===== src/rtl/mem_req_arbiter_2p_if.sv =====
// Bundle of the two requester ports and the memory-controller command/data bus.
// The arbiter connects through the slave modport; its environment uses master.
interface mem_req_arbiter_2p_if #(
   parameter int ADDR_W = 3,
   parameter int DATA_W = 8
);
   logic              p0_req;
   logic              p1_req;
   logic              p0_we;
   logic              p1_we;
   logic [ADDR_W-1:0] p0_addr;
   logic [ADDR_W-1:0] p1_addr;
   logic [DATA_W-1:0] p0_wdata;
   logic [DATA_W-1:0] p1_wdata;
   logic              p0_gnt;
   logic              p1_gnt;
   logic              p0_rvalid;
   logic              p1_rvalid;
   logic [DATA_W-1:0] p0_rdata;
   logic [DATA_W-1:0] p1_rdata;
   logic              mem_we;
   logic              mem_re;
   logic [ADDR_W-1:0] mem_addr;
   logic [DATA_W-1:0] mem_din;
   logic [DATA_W-1:0] mem_dout;

   modport slave (
      input  p0_req, p1_req, p0_we, p1_we, p0_addr, p1_addr, p0_wdata, p1_wdata,
      input  mem_dout,
      output p0_gnt, p1_gnt, p0_rvalid, p1_rvalid, p0_rdata, p1_rdata,
      output mem_we, mem_re, mem_addr, mem_din
   );

   modport master (
      output p0_req, p1_req, p0_we, p1_we, p0_addr, p1_addr, p0_wdata, p1_wdata,
      output mem_dout,
      input  p0_gnt, p1_gnt, p0_rvalid, p1_rvalid, p0_rdata, p1_rdata,
      input  mem_we, mem_re, mem_addr, mem_din
   );
endinterface


===== src/rtl/mem_req_arbiter_2p.sv =====
// Two-port round-robin arbiter in front of the 8x8 memory controller: issues one
// command at a time and steers the one-cycle-late read data back to its owner.
module mem_req_arbiter_2p #(
   parameter int ADDR_W = 3,
   parameter int DATA_W = 8
) (
   input logic                 clk,
   input logic                 reset,
   mem_req_arbiter_2p_if.slave bus
);

   typedef enum logic [1:0] {IDLE, CMD, RDWAIT} state_t;

   state_t            state;
   logic              last;
   logic              owner;
   logic              cmd_we;

   logic              win;
   logic              win_we;
   logic [ADDR_W-1:0] win_addr;
   logic [DATA_W-1:0] win_wdata;

   // NOTE: each signal driven here gets a value on every path, so no latch is inferred.
   always_comb begin
      win = bus.p1_req;
      if (bus.p0_req && bus.p1_req) win = ~last;
      win_we    = win ? bus.p1_we    : bus.p0_we;
      win_addr  = win ? bus.p1_addr  : bus.p0_addr;
      win_wdata = win ? bus.p1_wdata : bus.p0_wdata;
   end

   // NOTE: state is updated with non-blocking assignments so every register samples
   // the pre-edge values, independent of statement order.
   always_ff @(posedge clk or posedge reset) begin
      if (reset) begin
         state         <= IDLE;
         last          <= 1'b1;
         owner         <= 1'b0;
         cmd_we        <= 1'b0;
         bus.p0_gnt    <= 1'b0;
         bus.p1_gnt    <= 1'b0;
         bus.p0_rvalid <= 1'b0;
         bus.p1_rvalid <= 1'b0;
         bus.p0_rdata  <= '0;
         bus.p1_rdata  <= '0;
         bus.mem_we    <= 1'b0;
         bus.mem_re    <= 1'b0;
         bus.mem_addr  <= '0;
         bus.mem_din   <= '0;
      end else begin
         // Pulses default low; the state that owns them raises them for one cycle.
         bus.p0_gnt    <= 1'b0;
         bus.p1_gnt    <= 1'b0;
         bus.p0_rvalid <= 1'b0;
         bus.p1_rvalid <= 1'b0;
         bus.mem_we    <= 1'b0;
         bus.mem_re    <= 1'b0;

         case (state)
            IDLE: begin
               if (bus.p0_req || bus.p1_req) begin
                  bus.mem_addr <= win_addr;
                  bus.mem_din  <= win_wdata;
                  bus.mem_we   <= win_we;
                  bus.mem_re   <= ~win_we;
                  bus.p0_gnt   <= ~win;
                  bus.p1_gnt   <= win;
                  cmd_we       <= win_we;
                  owner        <= win;
                  last         <= win;
                  state        <= CMD;
               end
            end

            CMD: state <= cmd_we ? IDLE : RDWAIT;

            // The controller's registered read data is valid this cycle.
            RDWAIT: begin
               if (owner) begin
                  bus.p1_rdata  <= bus.mem_dout;
                  bus.p1_rvalid <= 1'b1;
               end else begin
                  bus.p0_rdata  <= bus.mem_dout;
                  bus.p0_rvalid <= 1'b1;
               end
               state <= IDLE;
            end

            default: state <= IDLE;
         endcase
      end
   end

endmodule


===== src/flat_wrapper.sv =====
// flat-port wrapper written by rule: the top's interface ports become plain ports
module mem_req_arbiter_2p_flat 
#(
   parameter int ADDR_W = 3,
   parameter int DATA_W = 8
)
  (clk, reset, bus_p0_req, bus_p1_req, bus_p0_we, bus_p1_we, bus_p0_addr, bus_p1_addr, bus_p0_wdata, bus_p1_wdata, bus_mem_dout, bus_p0_gnt, bus_p1_gnt, bus_p0_rvalid, bus_p1_rvalid, bus_p0_rdata, bus_p1_rdata, bus_mem_we, bus_mem_re, bus_mem_addr, bus_mem_din);
  mem_req_arbiter_2p_if #(.ADDR_W(ADDR_W), .DATA_W(DATA_W)) bus_i ();
  input logic clk;
  input logic reset;
  input wire logic [$bits(bus_i.p0_req)-1:0] bus_p0_req;
  input wire logic [$bits(bus_i.p1_req)-1:0] bus_p1_req;
  input wire logic [$bits(bus_i.p0_we)-1:0] bus_p0_we;
  input wire logic [$bits(bus_i.p1_we)-1:0] bus_p1_we;
  input wire logic [$bits(bus_i.p0_addr)-1:0] bus_p0_addr;
  input wire logic [$bits(bus_i.p1_addr)-1:0] bus_p1_addr;
  input wire logic [$bits(bus_i.p0_wdata)-1:0] bus_p0_wdata;
  input wire logic [$bits(bus_i.p1_wdata)-1:0] bus_p1_wdata;
  input wire logic [$bits(bus_i.mem_dout)-1:0] bus_mem_dout;
  output wire logic [$bits(bus_i.p0_gnt)-1:0] bus_p0_gnt;
  output wire logic [$bits(bus_i.p1_gnt)-1:0] bus_p1_gnt;
  output wire logic [$bits(bus_i.p0_rvalid)-1:0] bus_p0_rvalid;
  output wire logic [$bits(bus_i.p1_rvalid)-1:0] bus_p1_rvalid;
  output wire logic [$bits(bus_i.p0_rdata)-1:0] bus_p0_rdata;
  output wire logic [$bits(bus_i.p1_rdata)-1:0] bus_p1_rdata;
  output wire logic [$bits(bus_i.mem_we)-1:0] bus_mem_we;
  output wire logic [$bits(bus_i.mem_re)-1:0] bus_mem_re;
  output wire logic [$bits(bus_i.mem_addr)-1:0] bus_mem_addr;
  output wire logic [$bits(bus_i.mem_din)-1:0] bus_mem_din;
  assign bus_i.p0_req = bus_p0_req;
  assign bus_i.p1_req = bus_p1_req;
  assign bus_i.p0_we = bus_p0_we;
  assign bus_i.p1_we = bus_p1_we;
  assign bus_i.p0_addr = bus_p0_addr;
  assign bus_i.p1_addr = bus_p1_addr;
  assign bus_i.p0_wdata = bus_p0_wdata;
  assign bus_i.p1_wdata = bus_p1_wdata;
  assign bus_i.mem_dout = bus_mem_dout;
  assign bus_p0_gnt = bus_i.p0_gnt;
  assign bus_p1_gnt = bus_i.p1_gnt;
  assign bus_p0_rvalid = bus_i.p0_rvalid;
  assign bus_p1_rvalid = bus_i.p1_rvalid;
  assign bus_p0_rdata = bus_i.p0_rdata;
  assign bus_p1_rdata = bus_i.p1_rdata;
  assign bus_mem_we = bus_i.mem_we;
  assign bus_mem_re = bus_i.mem_re;
  assign bus_mem_addr = bus_i.mem_addr;
  assign bus_mem_din = bus_i.mem_din;
  mem_req_arbiter_2p #(.ADDR_W(ADDR_W), .DATA_W(DATA_W)) u_core (.clk(clk), .reset(reset), .bus(bus_i));
endmodule

===== config.mk =====
export PLATFORM = sky130hd
export DESIGN_NAME = mem_req_arbiter_2p_flat
export DESIGN_NICKNAME = d
export VERILOG_FILES = /design/src/rtl/mem_req_arbiter_2p_if.sv /design/src/rtl/mem_req_arbiter_2p.sv /design/src/flat_wrapper.sv
export SDC_FILE = /design/constraint.sdc
export NUM_CORES = 1
export LEC_CHECK = 0
export CAP_MARGIN = 10
export CORE_MARGIN = 2
export CORE_UTILIZATION = 35
export DETAILED_ROUTE_END_ITERATION = 8
export GPL_TIMING_DRIVEN = 1
export PLACE_DENSITY_LB_ADDON = 0.25
export REMOVE_ABC_BUFFERS = 1
export SYNTH_ARGS = -nofsm -noshare
export SYNTH_HDL_FRONTEND = slang
export SYNTH_SLANG_ARGS = --single-unit

===== constraint.sdc =====
create_clock -name clk -period 1.44 [get_ports clk]
set_clock_uncertainty 0.1 [all_clocks]
set_input_delay 0.144 -clock clk [delete_from_list [all_inputs] [get_ports clk]]
set_output_delay 0.144 -clock clk [all_outputs]
set_load 0.01 [all_outputs]

==> flow_summary.yaml, run 1 <==
clocking:
  cts_hold_buffers: 0
  cts.clk_slew.worst_paths_ns: 0.07
  clock-root-buffer: "clkbuf_8"
  cts.sinks: 38
  cts_max_level: 2
  clk_path_buf_depth: 2
  cts_buffers: 5
  cts_tree: "done"
  clock_latency_ns: 0.28
worst_setup_path:
  cp.required_ns: 1.51
  cp_top_family: "flip-flops"
  path_cells: "a21boi_4, buf_6, and3_4, a221o_1"
  crit_slowest_cell: "dfstp_2"
  arrival_ns: 1.50
  critPathMaxFanout: 8
  timing_worst_setup_path_type: "flip-flop to flip-flop"
  cp-end-kind: "flip-flop"
  max_stage_delay_ns: 0.57
  crit_buf_inv: 1
  crit_path_start_kind: "flip-flop"
synth:
  synth_top_family_by_area: "multiplexers"
  synth_cell_types: 23
  yosysWarnings: 0
  synth.area.mux_share_pct: 13.2
  avgSynthCellArea_um2: 15.1
  synth-compound-area-share_pct: 10.4
  syn-instance-count: 100
  synthSimpleGateAreaFrac_pct: 9.42
  ys_seq_elements: 38
  syn_area_um2: 1510
  synth_xor_xnor_area_share_pct: 0
  synthAdderAreaFrac_pct: 0
  synth_seq_area_share_pct: 62.9
timing:
  hold_viol_final: 0
  fmax_mhz: 699
  finalSetupViolCount: 0
  min_period_ns: 1.43
  final.setup.tns_ns: 0
  maxSlewViolCount: 0
  fin_crit_sh_pct: 99.4
  rsz0062_at_grt: "yes"
  worst_pin_slew_ns: 0.385
  slew_headroom_pct: 74.3
grt:
  grt_start_max_net_pins: 39
  globalRoute.totalOverflow: 0
  antenna_found_initial: 0
  first_global_vias: 1188
  grt_pass1_wl_um: 5500
  grt_usage_pct: 14.4
min_path:
  holdCritPathClass: "input pin to async pin"
placed_design:
  place_congestion: 0.697
  dpl.hpwl_um: 2490
  portBuffers: 68
job:
  cap_violations: 0
detailed_routing:
  firstDrtPassIters: 4
  drt-vias-per-instance: 4.78
  vias: 1114
  postRouteWirelength_um: 3630
  drc: 0
  wl_per_cell_um: 15.6
  postRouteAntennaNets: 0
  drt_iter0_drc: 73
pwr:
  p_leak_nw: 1.34
  power_density_nw_per_um2: 1960
  totalPowerFinal_mw: 4.95
  vdd_drop_max_mv: 1.09
floorplanning:
  coreArea_um2: 4090
  pin_count: 69
  row_count: 23
  die_width_um: 69.8
  initial_core_util_pct: 37.0
  die_h_um: 69.8
  die_area_um2: 4870
final_layout:
  post-route-util_pct: 61.8
  final_common_cell: "clkdlybuf4s50_1"
  syn2layout_area_growth_pct: 66.8
  mostFrequentLayoutCells: "44 x clkdlybuf4s50_1, 35 x dfrtp_1, 22 x dlymetal6s2s_1"
  antenna_cells: 0
  fillers: 328
  fin_nets: 218
  layout-drive-gt1-share_pct: 30.6
outcome:
  status: "complete, no violations"
## power breakdown
group	internal [mW]	switching, mW
clock	0.386	0.343
sequential	1.59	0.295
combinational	1.44	0.899
## area by class of cell
cell class / count / area (µm²) / area share, %
clock inverter: 1 / 5.00 / 0.198
clock buffer: 7 / 86.3 / 3.42
inverter: 4 / 15.0 / 0.595
multi-input combinational: 53 / 558 / 22.1
tap: 50 / 62.6 / 2.48
timing repair buffer: 80 / 843 / 33.4
sequential: 38 / 955 / 37.8
## metrics by stage
stage          hold slack, ns  cell area [µm²]  setup slack, ns  cells
2_1_floorplan           0.189             1470           -0.339     95
3_3_place_gp            0.318             2280           -0.134    220
3_5_place_dp            0.330             2280           -0.174    220
4_1_cts                 0.124             2370          0.00114    228
5_1_grt                 0.138             2520          -0.0280    233
6_report                0.120             2520          0.00883    233
## state kept, by name, summed over array words and instances, names as in the netlist
name and cells:
u_core.bus.p1_gnt 1, u_core.last 1, u_core.bus.p1_rvalid 1, u_core.bus.p0_rvalid 1
u_core.bus.mem_din 8, u_core.state 2, u_core.bus.mem_we 1, u_core.bus.mem_addr 3
u_core.bus.p0_rdata 8, u_core.owner 1, u_core.bus.mem_re 1, u_core.cmd_we 1
u_core.bus.p0_gnt 1, u_core.bus.p1_rdata 8
## cells in the mapped netlist (all sizes together)
| cell | n | area (µm²) |
|---|---|---|
| dfrtp | 37 | 926 |
| mux2 | 16 | 180 |
| and3 | 12 | 82.6 |
| a221o | 11 | 113 |
| buf | 5 | 46.3 |
| inv | 4 | 15.0 |
| a21o | 2 | 17.5 |
| mux2i | 2 | 20.0 |
| nor2 | 2 | 15.0 |
| nor3b | 2 | 15.0 |
| a21boi | 1 | 11.3 |
| and2 | 1 | 6.26 |
| dfstp | 1 | 26.3 |
| nand2b | 1 | 6.26 |
| nand3b | 1 | 11.3 |
| nor2b | 1 | 6.26 |
| o21ai | 1 | 16.3 |
## worst reg2reg max path: cells and delay by family, from the launching register on
kind	cells	cell delay, ns
compound gates	2	0.34
buf+inv	1	0.14
flops	1	0.57
simple gates	1	0.17
## kinds of logic after synthesis
logic type,Yosys count
muxes,18
and+or+nand+nor,20
DFF,38
AOI/OAI and AO/OA,15
buffers and inverters,9
## per-layer routing
layer | vias up | track usage [%] | routed length [µm]
li1 | 528 | - | -
met1 | 553 | 17.5 | 1530
met2 | 28 | 23.8 | 1880
met3 | 5 | 4.07 | 178
met4 | 0 | 6.20 | 38
met5 | - | 0 | 0
## path summary, 6_finish.rpt
check	slack, ns	startpoint	end	depth (start not counted)
worst max-delay path	0.009	u_core.last	u_core.bus.mem_din[6]	4
worst min-delay path	0.12	reset	u_core.bus.p0_rdata[5]	3
worst max register to register	0.009	u_core.last	u_core.bus.mem_din[6]	4
worst min register to register	0.34	u_core.cmd_we	u_core.state[1]	1
max in group asynchronous	0.86	reset	u_core.last	3
min in group clk	0.34	u_core.cmd_we	u_core.state[1]	1
## timing repair
action | 4_1_cts | 5_1_grt
endpoints found under the hold margin | 0 | 0
setup endpoints to repair | 8 | 42
pin swaps | 0 | 5
cloned | 0 | 1
gates resized for setup | 3 | 37
setup buffers | 0 | 4
No activity file was read; power rests on OpenSTA's default activity.
==> run 2: changes to the inputs <==
- PLACE_DENSITY: not set -> 0.72
- PLACE_DENSITY_LB_ADDON: 0.25 -> not set
- SLEW_MARGIN: not set -> 20
==> run 2 against run 1 <==
First-iteration DRC count is 60% lower; maximum frequency is 2.2% higher; combinational power is 6% lower; critical path type is now flip-flop to output pin.
==> flow_summary.yaml, run 2 (same netlist as run 1, synthesis figures left out) <==
outcome:
  status: "complete, no violations"
worst_setup_path:
  cp_top_family: "buffers and inverters"
  crit_slowest_cell: "clkdlybuf4s50_1"
  crit_buf_inv: 1
  cp-end-kind: "output pin"
  critPathMaxFanout: 2
  crit_path_start_kind: "flip-flop"
  cp-endpoint: "bus_p1_rdata[2]"
  cp.required_ns: 1.20
  timing_worst_setup_path_type: "flip-flop to output pin"
  path_cells: "clkdlybuf4s50_1"
  worstSetupStartpoint: "u_core.bus.p1_rdata[2]"
  max_stage_delay_ns: 0.53
  r2r-start: "u_core.last"
  ff2ff_setup_slack_ns: 0.05
  arrival_ns: 1.16
  reg2reg_to: "u_core.bus.mem_addr[2]"
  r2r.worst_path.cells: 4
  critical_path_cell_count: 1
pwr:
  intPower_mw: 3.40
  p_leak_nw: 1.27
  vdd_drop_max_mv: 0.899
  p_comb_share_pct: 44.9
  power_density_nw_per_um2: 1990
  swShare_pct: 30.7
  seq_power_share_pct: 38.2
  p_switching_mw: 1.50
  power_frac_clock_pct: 16.9
clocking:
  cts_max_level: 2
  cts_buffers: 5
  clock_latency_ns: 0.28
  cts.clk_slew.worst_paths_ns: 0.07
  cts_tree: "done"
  clock-root-buffer: "clkbuf_8"
  cts_hold_buffers: 0
  clk_path_buf_depth: 2
  cts.sinks: 38
detailed_routing:
  drt-vias-per-instance: 4.88
  drt_iter0_drc: 29
  firstDrtPassIters: 3
  vias: 1122
  drc: 0
  postRouteWirelength_um: 3430
  postRouteAntennaNets: 0
  wl_per_cell_um: 14.9
timing:
  fmax_mhz: 714
  maxSlewViolCount: 0
  finalSetupViolCount: 0
  worst_pin_slew_ns: 0.386
  rsz0062_at_grt: "yes"
  hold_viol_final: 0
  slew_headroom_pct: 74.3
  fin_crit_sh_pct: 97.3
  min_period_ns: 1.40
placed_design:
  place_congestion: 0.683
  portBuffers: 68
  place_area_um2: 2290
  dp_cells: 220
floorplanning:
  pin_count: 69
  die_width_um: 69.8
  die_area_um2: 4870
  row_count: 23
  die_h_um: 69.8
  coreArea_um2: 4090
  initial_core_util_pct: 37.0
final_layout:
  post-route-util_pct: 60.3
  design_area_um2: 2460
  antenna_cells: 0
  mostFrequentLayoutCells: "44 x clkdlybuf4s50_1, 36 x dfrtp_1, 15 x dlymetal6s2s_1"
  largestRegisters: "u_core.bus.mem_din (8), u_core.bus.p0_rdata (8), u_core.bus.p1_rdata (8)"
  syn2layout_area_growth_pct: 62.6
  fin_nets: 215
  final_cell_count_no_fill: 230
  layout-drive-gt1-share_pct: 26.7
  final_common_cell: "clkdlybuf4s50_1"
grt:
  globalRoute.totalOverflow: 0
  grt_start_max_net_pins: 39
  grt_usage_pct: 14.0
  grt_pass1_wl_um: 5420
  first_global_vias: 1170
  antenna_found_initial: 0
min_path:
  holdCritPathClass: "input pin to async pin"
job:
  cap_violations: 0
[run 2: repair_timing]
action / 4_1_cts / 5_1_grt
pin swaps: 1 / 3
gates resized for setup: 10 / 24
gates cloned: 0 / 2
setup buffers: 1 / 0
setup endpoints to repair: 11 / 27
[run 2: worst min-delay path by stage]
stage / end / slack (ns)
after global routing: u_core.bus.p1_rdata[1] / 0.14
after global placement: u_core.state[1] / 0.32
after detailed placement: u_core.state[1] / 0.32
final: u_core.bus.p1_rdata[1] / 0.12
after CTS: u_core.bus.p1_rdata[1] / 0.12
after floorplan: u_core.bus.mem_addr[0] / 0.19
[run 2: stage by stage]
stage,TNS (ns),setup WS (ns),power (mW),hold slack (ns)
4_1_cts,0,0.00334,4.93,0.118
2_1_floorplan,-2.72,-0.339,2.90,0.189
5_1_grt,-0.110,-0.0272,5.21,0.136
3_3_place_gp,-1.67,-0.167,4.09,0.317
6_report,0,0.0395,4.90,0.116
3_5_place_dp,-2.47,-0.226,4.16,0.324
[run 2: cell type report]
| class | count | area, µm² |
|---|---|---|
| multi-input cells | 54 | 544 |
| repair buffers | 76 | 777 |
| well taps | 50 | 62.6 |
| clock buffers | 8 | 110 |
| fillers | 326 | 1620 |
| flip-flops and latches | 38 | 953 |
| inverters | 4 | 15.0 |
[run 2: power groups by stage]
stage                     logic (mW)  registers [mW]  clock network [mW]
final                           2.20            1.87               0.827
after global routing            2.37            1.93               0.903
after CTS                       2.19            1.88               0.856
after detailed placement        2.27            1.89                   0
after global placement          2.22            1.87                   0
after floorplan                0.834            2.06                   0
[run 2: layer usage]
layer  GRT usage, %  share of wire (%)
met1           16.6                 41
met2           23.2                 49
met3           6.40                8.6
met4           3.85                1.2
met5              0                  0
==> run 3: changes to the inputs <==
- CORE_UTILIZATION: 35 -> 37
- CTS_BUF_LIST: not set -> sky130_fd_sc_hd__clkbuf_8 sky130_fd_sc_hd__clkbuf_16
- PLACE_DENSITY: 0.72 -> 0.76
==> run 3 against run 2 <==
Sequential share of layout area is 0.70 points lower; critical endpoint is now bus_p0_rdata[5]; sequential power hardly changed; critical path depth stayed put.
==> flow_summary.yaml, run 3 (same netlist as run 1, synthesis figures left out) <==
outcome:
  status: "complete, no violations"
final_layout:
  largestRegisters: "u_core.bus.mem_din (8), u_core.bus.p0_rdata (8), u_core.bus.p1_rdata (8)"
  layout-drive-gt1-share_pct: 29.9
  antenna_cells: 0
  mostFrequentLayoutCells: "41 x clkdlybuf4s50_1, 35 x dfrtp_1, 19 x dlymetal6s2s_1"
  syn2layout_area_growth_pct: 65.9
  final_common_cell: "clkdlybuf4s50_1"
  fin_nets: 219
  design_area_um2: 2510
grt:
  first_global_vias: 1094
  antenna_found_initial: 0
  grt_pass1_wl_um: 5310
  grt_usage_pct: 16.4
  grt_start_max_net_pins: 20
  globalRoute.totalOverflow: 0
pwr:
  p_leak_nw: 1.30
  power_density_nw_per_um2: 1950
  vdd_drop_max_mv: 0.789
worst_setup_path:
  max_stage_delay_ns: 0.55
  r2r.worst_path.cells: 3
  crit_slowest_cell: "clkdlybuf4s50_1"
  crit_buf_inv: 1
  arrival_ns: 1.19
  path_cells: "clkdlybuf4s50_1"
  critPathMaxFanout: 2
  cp_top_family: "buffers and inverters"
  timing_worst_setup_path_type: "flip-flop to output pin"
  crit_path_start_kind: "flip-flop"
  critical_path_cell_count: 1
  cp.required_ns: 1.20
  cp-end-kind: "output pin"
timing:
  final.setup.tns_ns: 0
  slew_headroom_pct: 79.1
  worst_pin_slew_ns: 0.313
  fmax_mhz: 699
  min_period_ns: 1.43
  finalSetupViolCount: 0
  setup_slack_ns: 0.00856
  fin_crit_sh_pct: 99.4
  rsz0062_at_grt: "yes"
  maxSlewViolCount: 0
  hold_viol_final: 0
clocking:
  cts.clk_slew.worst_paths_ns: 0.07
  cts_buffers: 5
  cts_max_level: 2
  clock_latency_ns: 0.28
  cts.sinks: 38
  cts_tree: "done"
  clk_path_buf_depth: 2
  clock-root-buffer: "clkbuf_8"
min_path:
  holdCritPathClass: "input pin to async pin"
floorplanning:
  initial_core_util_pct: 38.1
  coreArea_um2: 3970
  row_count: 23
  die_h_um: 68.0
  pin_count: 69
  die_area_um2: 4620
  die_width_um: 68.0
placed_design:
  place_area_um2: 2290
  dpl.hpwl_um: 2620
  place_congestion: 0.730
  dp_slack_ns: -0.160
  portBuffers: 68
detailed_routing:
  drt-vias-per-instance: 5.04
  drc: 0
  vias: 1179
  drt_iter0_drc: 74
  postRouteWirelength_um: 3920
  firstDrtPassIters: 4
  postRouteAntennaNets: 0
  wl_per_cell_um: 16.7
job:
  cap_violations: 0
run 3: cell types whose count changed in the layout (fill, tap and decap cells not counted), moves of 2 or more:
cell | before | now
mux2_2 | 12 | 16
and3_4 | 2 | 7
and3_1 | 9 | 6
buf_4 | 6 | 10
clkdlybuf4s50_1 | 44 | 41
dlymetal6s2s_1 | 15 | 19
mux2_4 | 4 | 0
clkbuf_8 | 8 | 6
run 3: repair_timing:
action                                  4_1_cts  5_1_grt
hold buffers                                  0        0
endpoints found under the setup margin       10       47
gates cloned                                  0        4
pin swaps                                     2        8
resized for setup                             9       34
setup buffers                                 1        0
run 3: metal layers:
metal / share of wire (%) / wire length (µm) / GRT usage [%]
met5: 0 / 0 / 0
met2: 51 / 1990 / 28.0
met1: 40 / 1560 / 19.2
met4: 0.92 / 36 / 5.25
met3: 8.4 / 330 / 5.92
run 3: metrics by stage:
| step | hold WS [ns] | util, % | total power, mW | cells |
|---|---|---|---|---|
| CTS | 0.00801 | 59.6 | 4.83 | 230 |
| finish | 0.00870 | 63.2 | 4.89 | 234 |
| global route | 0.0402 | 63.2 | 5.22 | 234 |
| floorplan | 0.189 | - | 2.90 | 95 |
| global placement | 0.309 | 57.7 | 4.09 | 222 |
| detailed placement | 0.308 | 57.7 | 4.17 | 222 |
run 3: layout make-up:
class / instances / area (µm²)
fillers: 307 / 1460
inverters: 4 / 15.0
flip-flops and latches: 38 / 955
clock inverters: 2 / 8.76
clock buffers: 6 / 82.6
well taps: 50 / 62.6
repair buffers: 78 / 793
multi-input cells: 56 / 594
run 3: report_power, final:
part	switching (mW)	internal, mW
registers	0.311	1.59
clock network	0.344	0.378
logic	0.919	1.35
total	1.57	3.32
run 3: final timing paths:
kind,startpoint,to,slack (ns)
hold reg to reg,u_core.cmd_we,u_core.state[1],0.35
setup reg to reg,u_core.state[0],u_core.bus.p0_rdata[1],0.03
hold / removal,reset,u_core.bus.p1_rdata[2],0.009
setup / recovery,u_core.bus.p0_rdata[5],bus_p0_rdata[5],0.009
min in group clk,u_core.cmd_we,u_core.state[1],0.35
max in group asynchronous,reset,u_core.bus.mem_din[2],0.68
